### config.mk
export PLATFORM = sky130hd
export DESIGN_NAME = arb_mux
export DESIGN_NICKNAME = d
export VERILOG_FILES = /design/src/rtl/arb_mux.sv
export SDC_FILE = /design/constraint.sdc
export NUM_CORES = 1
export LEC_CHECK = 0
export CELL_PAD_IN_SITES_DETAIL_PLACEMENT = 1
export CELL_PAD_IN_SITES_GLOBAL_PLACEMENT = 2
export CORE_UTILIZATION = 21
export CTS_CLUSTER_DIAMETER = 30
export CTS_CLUSTER_SIZE = 10
export DETAILED_ROUTE_END_ITERATION = 8
export PLACE_DENSITY_LB_ADDON = 0.15
export SLEW_MARGIN = 20
export SYNTH_ARGS = -nofsm -noshare
export SYNTH_HDL_FRONTEND = slang
export SYNTH_SLANG_ARGS = --single-unit
### constraint.sdc
create_clock -name clk -period 4.6 [get_ports clk]
set_input_delay 0.92 -clock clk [delete_from_list [all_inputs] [get_ports clk]]
set_output_delay 0.92 -clock clk [all_outputs]
set_load 0.02 [all_outputs]
### src/rtl/arb_mux.sv
// N-channel valid/ready multiplexer with a registered output stage and fixed-select or round-robin grant.
// Define ARB_MUX_COUNT_EN to add the saturating 16-bit beat_count output.
module arb_mux #(
  parameter int WIDTH    = 32,
  parameter int CHANNELS = 4,
  parameter int SEL_W    = $clog2(CHANNELS)
) (
  input  logic                      clk,
  input  logic                      rst_n,
  input  logic [CHANNELS*WIDTH-1:0] in_data,
  input  logic [CHANNELS-1:0]       in_valid,
  output logic [CHANNELS-1:0]       in_ready,
  input  logic                      mode,
  input  logic [SEL_W-1:0]          sel,
  output logic [WIDTH-1:0]          out_data,
  output logic [SEL_W-1:0]          out_chan,
  output logic                      out_valid,
`ifdef ARB_MUX_COUNT_EN
  output logic [15:0]               beat_count,
`endif
  input  logic                      out_ready
);

  localparam logic [SEL_W:0] CH_N = (SEL_W+1)'(CHANNELS);

  logic [WIDTH-1:0]      r_out_data;
  logic [SEL_W-1:0]      r_out_chan;
  logic                  r_out_valid;
  logic [SEL_W-1:0]      r_rr_ptr;

  logic [WIDTH-1:0]      w_ch_data [CHANNELS];
  logic [2*CHANNELS-1:0] w_rot;
  logic [SEL_W-1:0]      w_rr_off;
  logic                  w_rr_vld;
  logic [SEL_W:0]        w_rr_sum;
  logic [SEL_W-1:0]      w_rr_grant;
  logic [SEL_W:0]        w_ptr_sum;
  logic [SEL_W-1:0]      w_next_ptr;
  logic                  w_sel_ok;
  logic [SEL_W-1:0]      w_grant;
  logic                  w_grant_vld;
  logic                  w_space;
  logic                  w_xfer;

  genvar gi;
  generate
    for (gi = 0; gi < CHANNELS; gi++) begin : g_ch
      assign w_ch_data[gi] = in_data[gi*WIDTH +: WIDTH];
      assign in_ready[gi]  = rst_n && w_grant_vld && w_space &&
                             (w_grant == SEL_W'(gi));
    end
  endgenerate

  // Rotate valids so bit 0 is the channel at rr_ptr, then take the lowest set bit.
  assign w_rot = {in_valid, in_valid} >> r_rr_ptr;

  always_comb begin
    w_rr_off = '0;
    w_rr_vld = 1'b0;
    for (int k = CHANNELS - 1; k >= 0; k--) begin
      if (w_rot[k]) begin
        w_rr_off = SEL_W'(k);
        w_rr_vld = 1'b1;
      end
    end
  end

  assign w_rr_sum   = {1'b0, r_rr_ptr} + {1'b0, w_rr_off};
  assign w_rr_grant = (w_rr_sum >= CH_N) ? SEL_W'(w_rr_sum - CH_N) : SEL_W'(w_rr_sum);

  assign w_ptr_sum  = {1'b0, w_grant} + {{SEL_W{1'b0}}, 1'b1};
  assign w_next_ptr = (w_ptr_sum >= CH_N) ? '0 : SEL_W'(w_ptr_sum);

  assign w_sel_ok = (32'(sel) < 32'(CHANNELS));

  always_comb begin
    w_grant     = '0;
    w_grant_vld = 1'b0;
    if (mode) begin
      w_grant     = w_rr_grant;
      w_grant_vld = w_rr_vld;
    end else if (w_sel_ok && in_valid[sel]) begin
      // An X or out-of-range sel leaves the condition false, so no grant.
      w_grant     = sel;
      w_grant_vld = 1'b1;
    end
  end

  assign w_space = !r_out_valid || out_ready;
  assign w_xfer  = w_grant_vld && w_space;

  always_ff @(posedge clk or negedge rst_n) begin
    if (!rst_n) begin
      r_out_data  <= '0;
      r_out_chan  <= '0;
      r_out_valid <= 1'b0;
      r_rr_ptr    <= '0;
    end else begin
      if (w_xfer) begin
        r_out_data  <= w_ch_data[w_grant];
        r_out_chan  <= w_grant;
        r_out_valid <= 1'b1;
        if (mode) begin
          r_rr_ptr <= w_next_ptr;
        end
      end else if (out_ready) begin
        r_out_valid <= 1'b0;
      end
    end
  end

`ifdef ARB_MUX_COUNT_EN
  logic [15:0] r_beat_count;

  always_ff @(posedge clk or negedge rst_n) begin
    if (!rst_n) begin
      r_beat_count <= '0;
    end else if (r_out_valid && out_ready && (r_beat_count != 16'hFFFF)) begin
      r_beat_count <= r_beat_count + 16'd1;
    end
  end

  assign beat_count = r_beat_count;
`endif

  assign out_data  = r_out_data;
  assign out_chan  = r_out_chan;
  assign out_valid = r_out_valid;

endmodule
==> report_table.html <==
<table>
<tr><th>Metric</th><th>Value</th></tr>
<tr><th colspan="2">Outcome</th></tr>
<tr><td>Result of the run</td><td>complete, no violations</td></tr>
<tr><th colspan="2">STA</th></tr>
<tr><td>Max-slew violation total from the final report</td><td>0</td></tr>
<tr><td>Tightest Pin Transition</td><td>0.660 ns</td></tr>
<tr><td>Final Critical Period</td><td>~4.3 ns</td></tr>
<tr><td>Final setup violation count</td><td>0</td></tr>
<tr><td>Maximum operating frequency</td><td>231 MHz</td></tr>
<tr><td>Number of hold violations in the final report</td><td>0</td></tr>
<tr><td>Setup repair after global routing missed its margin</td><td>no</td></tr>
<tr><td>Worst hold margin</td><td>around 0.45 ns</td></tr>
<tr><td>Max-slew headroom</td><td>0.560</td></tr>
<tr><td>Final clock skew</td><td>0.00440 ns</td></tr>
<tr><td>Post-route clock period utilization</td><td>0.943</td></tr>
<tr><th colspan="2">Synth</th></tr>
<tr><td>Most common cell in the synthesized netlist</td><td>mux2i_1</td></tr>
<tr><td>Post-synth top cells</td><td>mux2i_1 (67), nand2_1 (43), dfrtp_1 (37)</td></tr>
<tr><td>Post-synth EDFFs</td><td>0</td></tr>
<tr><td>Netlist area before placement</td><td>roughly 2600 um2</td></tr>
<tr><td>Sequential share of the synthesized area</td><td>0.353</td></tr>
<tr><td>Mean instance size in the synthesized netlist</td><td>9.47 um2</td></tr>
<tr><td>Synth top area cells</td><td>dfrtp_1 (35%), mux2i_1 (26%), a22o_1 (11%), a21oi_1 (6.9%), nand2_1 (6.2%)</td></tr>
<tr><td>Asr flop ratio synth</td><td>1.00</td></tr>
<tr><td>Post-Syn Nets</td><td>417</td></tr>
<tr><td>Biggest area consumer among synthesized cells</td><td>dfrtp_1</td></tr>
<tr><td>Count of state elements after synthesis</td><td>37</td></tr>
<tr><td>Cells after synthesis</td><td>between 200 and 300</td></tr>
<tr><td>Synth warn</td><td>0</td></tr>
<tr><td>Area share of the largest cell type after synthesis</td><td>0.353</td></tr>
<tr><td>Leading register cell type out of synthesis</td><td>dfrtp_1</td></tr>
<tr><td>Synth cell types</td><td>29</td></tr>
<tr><th colspan="2">Worst setup path</th></tr>
<tr><td>Reg2Reg Capture Point</td><td>out_data[5]</td></tr>
<tr><td>Highest-delay cell along the critical path</td><td>clkdlybuf4s50_1</td></tr>
<tr><td>Worst setup endpoint</td><td>in_ready[1]</td></tr>
<tr><td>Crit Path Max Fanout</td><td>4</td></tr>
<tr><td>Maximum cell stage delay along the critical path</td><td>roughly 0.47 ns</td></tr>
<tr><td>Number of cells traversed by the worst register-to-register path</td><td>12</td></tr>
<tr><td>Worst reg2reg startpoint</td><td>r_rr_ptr[1]</td></tr>
<tr><td>First element of the critical path</td><td>in_valid[0]</td></tr>
<tr><td>Reg2Reg Setup Slack</td><td>between 1.5 and 2 ns</td></tr>
<tr><td>Crit. End Element</td><td>output port</td></tr>
<tr><td>Start-to-end type of the worst setup path</td><td>input port to output port</td></tr>
<tr><td>Required arrival time at the worst endpoint</td><td>3.68 ns</td></tr>
<tr><td>Startpoint type of the worst setup path</td><td>input port</td></tr>
<tr><td>Data arrival time of the critical path</td><td>between 3 and 4 ns</td></tr>
<tr><td>Cells traversed along the worst timing path</td><td>clkdlybuf4s50_1 -&gt; inv_1 -&gt; o21ai_0 -&gt; a21oi_1 -&gt; nor3_1 -&gt; a21oi_1 -&gt; ha_1 -&gt; inv_1 -&gt; o2111ai_1 -&gt; mux2_4 -&gt; nand2_4 -&gt; clkinv_4 -&gt; ha_1 -&gt; and3_1 -&gt; dlygate4sd2_1</td></tr>
<tr><th colspan="2">Clocking</th></tr>
<tr><td>Hold-fix buffers at CTS</td><td>0</td></tr>
<tr><td>CTS tree</td><td>yes</td></tr>
<tr><td>Post-CTS Setup Repair Bufs</td><td>0</td></tr>
<tr><td>CTS HTree Levels</td><td>2</td></tr>
<tr><td>TritonCTS Buffers</td><td>5</td></tr>
<tr><td>TritonCTS sink count</td><td>37</td></tr>
<tr><td>Clock slew seen by the registers of the worst setup and hold paths</td><td>about 0.050 ns</td></tr>
<tr><td>Cell at the root of the clock tree</td><td>clkbuf_16</td></tr>
<tr><td>Number of resized instances in the post-cts repair step</td><td>3</td></tr>
<tr><td>Insertion delay of the later-clocked pin in the worst-skew pair</td><td>approximately 0.27 ns</td></tr>
<tr><td>Maximum number of buffers from clock root to sink</td><td>2</td></tr>
<tr><th colspan="2">Route</th></tr>
<tr><td>Vias per Instance</td><td>between 4 and 5</td></tr>
<tr><td>Number of routed nets with antenna violations</td><td>0</td></tr>
<tr><td>Number of remaining DRC errors</td><td>0</td></tr>
<tr><td>Wire length the detailed router placed on met1</td><td>roughly 4300 um</td></tr>
<tr><td>Number of detailed-routing iterations run before antenna repair</td><td>4</td></tr>
<tr><td>Detailed router's first-iteration violation count</td><td>69</td></tr>
<tr><td>Top routing layer in use</td><td>met4</td></tr>
<tr><td>Routed met2 length</td><td>4690 um</td></tr>
<tr><td>Wirelength, routed</td><td>around 10000 um</td></tr>
<tr><td>Via Count</td><td>~2700</td></tr>
<tr><td>WL per Instance</td><td>16.0 um</td></tr>
<tr><td>Met3 layer wire length in the routed design</td><td>roughly 650 um</td></tr>
<tr><th colspan="2">Hold path</th></tr>
<tr><td>Kind of path behind the tightest hold check</td><td>input port to asynchronous set/reset pin</td></tr>
<tr><th colspan="2">Power</th></tr>
<tr><td>Cell leakage power</td><td>~2.0 nW</td></tr>
<tr><td>Maximum vdd drop</td><td>between 0.15 and 0.2 mV</td></tr>
<tr><td>PnR Total Power</td><td>2.09 mW</td></tr>
<tr><td>Power Dens Cells</td><td>roughly 450 nW/um2</td></tr>
<tr><th colspan="2">Die</th></tr>
<tr><td>Starting utilization of the core area</td><td>0.217</td></tr>
<tr><td>Die H</td><td>114 um</td></tr>
<tr><td>Core ar.</td><td>12100 um2</td></tr>
<tr><td>Die area</td><td>~13000 um2</td></tr>
<tr><td>Cell row count</td><td>40</td></tr>
<tr><td>Number of top-level pins</td><td>roughly 180</td></tr>
<tr><td>Die width</td><td>between 100 and 150 um</td></tr>
<tr><th colspan="2">Global routing</th></tr>
<tr><td>Overall global routing resource usage</td><td>0.150</td></tr>
<tr><td>Number of antenna violations at the first check in global routing</td><td>0</td></tr>
<tr><td>First-pass GRT wire length</td><td>about 15000 um</td></tr>
<tr><td>Largest net degree at the start of global routing</td><td>43</td></tr>
<tr><td>Overflow left after global routing</td><td>0</td></tr>
<tr><td>Via count of the first global-routing pass</td><td>approximately 2800</td></tr>
<tr><th colspan="2">Layout</th></tr>
<tr><td>N_diodes</td><td>0</td></tr>
<tr><td>Nets</td><td>around 590</td></tr>
<tr><td>Post-route insts no fill</td><td>roughly 610</td></tr>
<tr><td>Area added between synthesis and finish</td><td>78.8%</td></tr>
<tr><td>Utilization after layout</td><td>0.387</td></tr>
<tr><td>Share of layout cells above drive strength 1</td><td>0.0538</td></tr>
<tr><th colspan="2">Placed design</th></tr>
<tr><td>HPWL reported at the end of detailed placement</td><td>roughly 7500 um</td></tr>
<tr><td>RD Place Congestion</td><td>roughly 0.76</td></tr>
<tr><td>Port Buffers</td><td>176</td></tr>
<tr><td>Placed cell count</td><td>roughly 610</td></tr>
<tr><th colspan="2">Flow run</th></tr>
<tr><td>Number of max-cap violations</td><td>0</td></tr>
</table>
power by group:
| group | internal (mW) | total (mW) | leakage, nW | switching [mW] |
|---|---|---|---|---|
| Sequential | 0.454 | 0.533 | 0.445 | 0.0787 |
| Clock | 0.213 | 0.337 | 0.0700 | 0.124 |
| Combinational | 0.611 | 1.22 | 1.45 | 0.614 |
sequential cells by signal, indices dropped and copies added, names as in the netlist:
name / flops
out_valid: 1
r_rr_ptr: 2
out_data: 32
out_chan: 2
layout by cell type (no fill, tap or decap), types with 2 or more instances in the layout:
cell type,synthesis,final
clkdlybuf4s50_1,0,170
buf_4,3,7
nor2b_1,2,2
mux2_2,3,3
dfrtp_1,37,37
clkbuf_16,0,5
nand2_1,43,43
inv_1,2,2
dlygate4sd2_1,0,2
nand3_1,2,2
a22o_1,32,32
mux2i_1,67,67
nor2_1,5,5
a21oi_1,36,36
ha_1,2,2
dlymetal6s2s_1,0,3
nand2b_1,2,2
o21ai_0,6,5
nor3_1,5,4
nor3b_1,2,2
metal layers:
metal / vias to the layer above / track usage
met5: - / 0
met4: 0 / 0.0439
met3: 8 / 0.0372
met2: 100 / 0.258
met1: 1296 / 0.184
li1: 1344 / -
critical path, delay by kind of cell:
| kind | cells | cell delay [ns] |
|---|---|---|
| AO/OA/AOI/OAI | 4 | 0.40 |
| adder cells (fa/ha/maj) | 2 | 0.39 |
| AND/OR/NAND/NOR | 3 | 0.42 |
| buffers and inverters | 5 | 0.96 |
| multiplexers | 1 | 0.30 |
kinds of logic (layout without fill, tap and decap cells):
family / Yosys count / in the layout / share of synthesized area
AOI/OAI and AO/OA: 75 / 75 / 0.190
muxes: 71 / 71 / 0.274
and+or+nand+nor: 67 / 67 / 0.114
DFF: 37 / 37 / 0.353
buffers and inverters: 25 / 194 / 0.0587
adders and majority gates: 2 / 2 / 0.00954
per-stage QoR:
step / worst slack, ns / setup TNS (ns) / area (um2)
3_3_place_gp: -0.00410 / -0.00410 / 4540
6_report: 0.263 / 0 / 4690
4_1_cts: 0.0179 / 0 / 4680
2_1_floorplan: 0.857 / 0 / 2620
5_1_grt: 0.0635 / 0 / 4690
3_5_place_dp: -0.152 / -0.173 / 4540
worst min-delay path by stage:
stage,start,endpoint,slack (ns)
3_5_place_dp,out_chan[1],out_chan[1],0.48
3_3_place_gp,out_chan[1],out_chan[1],0.47
5_1_grt,rst_n,out_data[1],0.44
4_1_cts,rst_n,out_data[1],0.44
6_report,rst_n,out_data[1],0.45
2_1_floorplan,r_rr_ptr[0],r_rr_ptr[0],0.52
layout make-up:
type | count | area, um2
well taps | 168 | 210
repair buffers | 184 | 1830
fillers | 1370 | 7420
clock buffers | 7 | 143
multi-input cells | 215 | 1560
flip-flops and latches | 37 | 926
inverters | 3 | 16.3
Note: power is estimated with default switching activity, not from simulation.
==> RTL edit 1 (same settings) <==
Build with the macro `ARB_MUX_COUNT_EN` defined.
--- a/src/rtl/arb_mux.sv
+++ b/src/rtl/arb_mux.sv
@@ -2,2 +2,4 @@
 // Define ARB_MUX_COUNT_EN to add the saturating 16-bit beat_count output.
+`define ARB_MUX_COUNT_EN
+
 module arb_mux #(
Check against the original RTL (old outputs only; new: beat_count): equivalent (equiv_simple and equiv_induct, registers matched by name and starting in step).
==> RTL edit 1 against the unedited design <==
- first-iteration DRC count grew 17%
- routed wire length is 40% higher
- total power is 54% higher
- hold slack better by 48 ps
- non-clock buffer count up 36
- combinational power up 61%
- cell area rose by 29%
- synthesized cell count rose by 29%
- fmax down 2.6%
- sequential cell count rose by 16
- global-route usage grew 0.64 points
- worst setup slack lost 120 ps
- via count rose by 33%
- critical endpoint is now in_ready[0]
- area after synthesis grew 37%
==> RTL edit 1: results (changes against the unedited design) <==
- The flow ran to the end, and the final reports show no timing, DRC or antenna violations.
- The worst vdd rail ir drop is 0.000240 V (+55%).
- The worst reg-to-reg setup slack is 1570 ps (-200 ps).
- The starting DRC count in detailed routing was 81 (+17%).
- The count of inverters not on the clock network in the layout was 4 (+1).
- The quantity of I/O buffers inserted on ports came to 192 (+9.1%).
- The delay of the slowest cell on the worst path is 490 ps (+20 ps).
- The post-place instance area came to 0.00585 mm² (+29%).
- The ratio of routed vias to standard cells was 4.72 (+5.6%).
- The number of inserted filler cells in the final layout is 1898 (+39%).
- The fraction of cell area in non-clock buffers came to 35.2% (-3.9 points).
- The fraction of area in clock buffers and inverters came to 3.15% (+0.11 points).
- The met3 layer usage reported by global route was 4.29% (+0.57 points).
- The net count reported at finish is 693 (+18%).
- The met1 layer wirelength in the final routing was 5920 µm (+36%).
- Yosys attributes the largest share of cell area to sky130_fd_sc_hd__dfrtp_1, sky130_fd_sc_hd__mux2i_1, sky130_fd_sc_hd__a22o_1.
- The layout cell share with drive strength beyond 1 is 10.3% (+4.9 points).
- The worst hold-check slack is 495 ps (+47.7 ps).
- The insertion delay to the later sink of the worst-skew pair is 290 ps (+20 ps).
- The path depth of the worst reg2reg path was 12 (unchanged).
- The met2 routed wirelength is 6800 µm (+45%).
- The net switching fraction of the power is 40.9% (+1.9 points).
- The sequential element share of the synthesized area was 36.8% (+1.5 points).
- The cell leakage power is 2.47 nW (+26%).
- The worst-margin pin slew was 725 ps (+64.5 ps).
- The worst endpoint data arrival time is 3530 ps (+110 ps).
- The wire length of the first global-routing pass is 21500 µm (+44%).
- The biggest fanout along the worst timing path is 5 (+1).
- The global-route track usage on met1 is 19.3% (+0.89 points).
- The mean post-synth cell area is 10.1 µm² (+6.7%).
- The largest net degree at the start of global routing is 54 (+26%).
- The worst hold path class is reg -> reg.
- The endpoint identified for the worst register-to-register timing path is out_data[11]$_DFFE_PN0P_.
- The CTS clock-pin slew for the worst setup and hold paths is 70 ps (+20 ps).
- The HPWL after detailed placement is 10300 µm (+38%).
- The cell count after placement is 765 (+26%).
- The area of the multi-input gates is 0.00210 mm² (+35%).
- The worst slack at placement is -454 ps (-303 ps).
- The met2 track utilization from global routing came to 27.2% (+1.4 points).
- The detailed route wirelength on metal3 is 889 µm (+37%).
- The register area was 0.00133 mm² (+43%).
- The detailed-route wire length was 13800 µm (+40%).
- The final weighted congestion of routability-driven global placement came to 0.769 (+1.6%).
- The total via count in the routed design is 3652 (+33%).
- Counting instances in the post-synthesis netlist gives the leading cell types as sky130_fd_sc_hd__mux2i_1, sky130_fd_sc_hd__dfrtp_1, sky130_fd_sc_hd__a31oi_1, sky130_fd_sc_hd__a22o_1, sky130_fd_sc_hd__o21ai_1.
- The count of distinct cell types in the synthesized netlist came to 47 (+62%).
- The multi-input combinational gate total came to 268 (+25%).
- The number of clock sinks seen by CTS is 53 (+43%).
- The worst setup skew after layout is 3.76 ps (-0.647 ps).
- The number of global-route vias before repair was 3865 (+37%).
- The aggregate global-route resource usage is 15.6% (+0.64 points).
- The number of signal-net buffers in the layout is 220 (+20%).
## RTL edit 1: cell count changes after synthesis, sizes merged, moves of 3 or more
cell and delta:
nand4 +7, a31oi +33, xor2 +6, o21ai +29, nand2 -23, clkbuf +9, nor2 +4, dfrtp +16
a21oi -34, or4 +3, xnor2 +10
## RTL edit 1: power by group through the flow
| stage | clock, W | combinational, W | sequential [W] |
|---|---|---|---|
| after CTS | 0.000508 | 0.00200 | 0.000788 |
| after global placement | 0 | 0.00197 | 0.000784 |
| final | 0.000488 | 0.00196 | 0.000785 |
| after detailed placement | 0 | 0.00199 | 0.000789 |
| after floorplan | 0 | 0.000950 | 0.000989 |
| after global routing | 0.000521 | 0.00212 | 0.000814 |
## RTL edit 1: logic make-up after synthesis
kind of cell	after synthesis	share of synthesized area [%]
buf+inv	36	6.04
mux	70	19.5
fa+ha+maj	3	1.04
simple gates	67	10.7
xor+xnor	16	3.89
flops	53	36.8
compound gates	112	22.0
## RTL edit 1: stage by stage
step / utilization, % / setup TNS, ps
finish: 36.2 / 0
global route: 36.2 / 0
CTS: 36.2 / 0
detailed placement: 35.1 / -1660
global placement: 35.1 / -1490
floorplan: - / 0
## RTL edit 1: worst max-delay path by stage
stage	slack (ps)	to	depth (start not counted)	from
floorplan	300	in_ready[0]	10	in_valid[3]
global placement	-410	in_ready[3]	13	in_valid[0]
detailed placement	-450	in_ready[2]	13	in_valid[0]
CTS	6	in_ready[0]	13	in_valid[0]
global route	20	in_ready[0]	13	in_valid[0]
finish	150	in_ready[0]	13	in_valid[0]
## RTL edit 1: repair_timing
action,4_1_cts,5_1_grt
pin swaps,0,1
gates cloned,0,0
endpoints found under the setup margin,4,4
resized for setup,19,4
hold buffers,0,0
setup buffers,0,0
==> RTL edit 2 (config.mk and constraints unchanged) <==
Without the edit above. Register the input `mode` before use, without a reset. The logic sees it one clock later. The other inputs are not delayed to match.
--- a/src/rtl/arb_mux.sv
+++ b/src/rtl/arb_mux.sv
@@ -24,2 +24,8 @@
   localparam logic [SEL_W:0] CH_N = (SEL_W+1)'(CHANNELS);
+
+  logic mode_q;
+
+  always_ff @(posedge clk) begin
+    mode_q <= mode;
+  end
 
@@ -78,3 +84,3 @@
     w_grant_vld = 1'b0;
-    if (mode) begin
+    if (mode_q) begin
       w_grant     = w_rr_grant;
@@ -102,3 +108,3 @@
         r_out_valid <= 1'b1;
-        if (mode) begin
+        if (mode_q) begin
           r_rr_ptr <= w_next_ptr;
Behaviour: not the same (a bounded check fails within 4 cycles, from zero or initial values and one cycle with rst_n low).
==> RTL edit 2 against the unedited design <==
- total power grew 2.1%
- sequential cell count grew 1
- clock skew shrank 1.5 ps
- area after synthesis grew 0.76%
- worst setup slack lost 60 ps
- register-to-register slack gained 70 ps
- cell area grew 1.4%
- routed wire length shrank 2.0%
- first-iteration DRC count shrank 5.8%
- largest cell class unchanged
- largest power group unchanged
==> RTL edit 2: results (changes against the unedited design) <==
- The flow ran to the end, and the final reports show no timing, DRC or antenna violations.
- The net switching component of the power is 0.000817 W (about the same).
- The aggregate global-route resource usage is 14.6% (-0.42 points).
- The total sequential power is 0.000542 W (+2%).
- The total via count in the routed design is 2767 (+0.69%).
- The number of inserted filler cells in the final layout is 1397 (+2.0%).
- The cell leakage power was 2.01 nW (+2.1%).
- The register area was 946 µm² (+2.2%).
- The sequential element share of the synthesized area is 35.8% (+0.49 points).
- The worst reg-to-reg setup slack is 1840 ps (+70 ps).
- The final sequential cell count is 38 (+2.7%).
- The path depth of the worst reg2reg path is 11 (-1).
- The largest net degree at the start of global routing is 39 (-9.3%).
- The path class of the tightest hold or removal check is reg -> reg.
- The wire length of the first global-routing pass is 14900 µm (-0.18%).
- The worst-margin pin slew is 564 ps (-96.3 ps).
- The synthesized netlist cell count came to 278 (+0.36%).
- The number of global-route vias before repair was 2893 (+2.4%).
- The fraction of area in clock buffers and inverters is 3.50% (+0.46 points).
- The share of synthesized registers carrying an async set or reset is 97.4% (-2.6 points).
- The count of distinct cell types in the synthesized netlist is 30 (+3.4%).
- The post-place instance area is 0.00457 mm² (+0.77%).
- The worst setup skew after layout is 2.88 ps (-1.52 ps).
- The final weighted congestion of routability-driven global placement is 0.725 (-4.3%).
- The area overhead of the layout relative to synthesis is 79.8%.
- The net count reported at finish is 589 (+0.51%).
- The worst vdd rail ir drop came to 0.000140 V (-9.2%).
- The delay of the slowest cell on the worst path was 630 ps (+160 ps).
- The cell count after placement came to 610 (+0.49%).
- The post-cts resize count was 1 (-2).
- The share of total power in combinational logic came to 57.0% (-1.5 points).
- The synthesized net count is 418 (+0.24%).
- The average routed wire per standard cell came to 15.5 µm (-2.7%).
- The number of signal-net buffers in the layout came to 186 (+1.1%).
==> RTL edit 2: cell count changes in the layout (fill, tap and decap cells not counted) <==
cell	change
sky130_fd_sc_hd__dlymetal6s2s_1	+1
sky130_fd_sc_hd__clkbuf_1	-1
sky130_fd_sc_hd__clkbuf_8	+2
sky130_fd_sc_hd__dlygate4sd2_1	-2
sky130_fd_sc_hd__clkdlybuf4s50_1	+1
sky130_fd_sc_hd__buf_4	+2
sky130_fd_sc_hd__dfxtp_1	+1
==> RTL edit 2: per-stage QoR <==
step	utilization (%)	hold WS (ps)	power (W)
finish	39.1	481	0.00214
global route	39.1	526	0.00228
CTS	39.0	490	0.00218
detailed placement	37.6	477	0.00179
global placement	37.6	468	0.00178
floorplan	-	522	0.00126
==> RTL edit 2: how the worst max path moves through the flow <==
stage | end | cells after the start | slack (ps)
final | in_ready[0] | 13 | 200
after global routing | in_ready[0] | 13 | 8
after CTS | in_ready[1] | 15 | 10
after detailed placement | in_ready[1] | 15 | -70
after global placement | in_ready[1] | 15 | 60
after floorplan | in_ready[3] | 13 | 860
==> RTL edit 2: kinds of logic (layout without fill, tap and decap cells) <==
kind of cell / after synthesis / in the layout / share of synthesized area, %
DFF: 38 / 38 / 35.8
and+or+nand+nor: 67 / 67 / 11.3
muxes: 71 / 71 / 27.2
buffers and inverters: 25 / 197 / 5.82
adders and majority gates: 2 / 2 / 0.947
AOI/OAI and AO/OA: 75 / 75 / 18.9
==> RTL edit 2: metal layers <==
metal  global-route usage, %  vias to the layer above  routed length [µm]
li1                        -                     1351                   -
met5                       0                        -                   0
met1                    17.3                     1311                4130
met4                    2.86                        0                  70
met3                    3.49                        5                 699
met2                    26.5                      100                4710
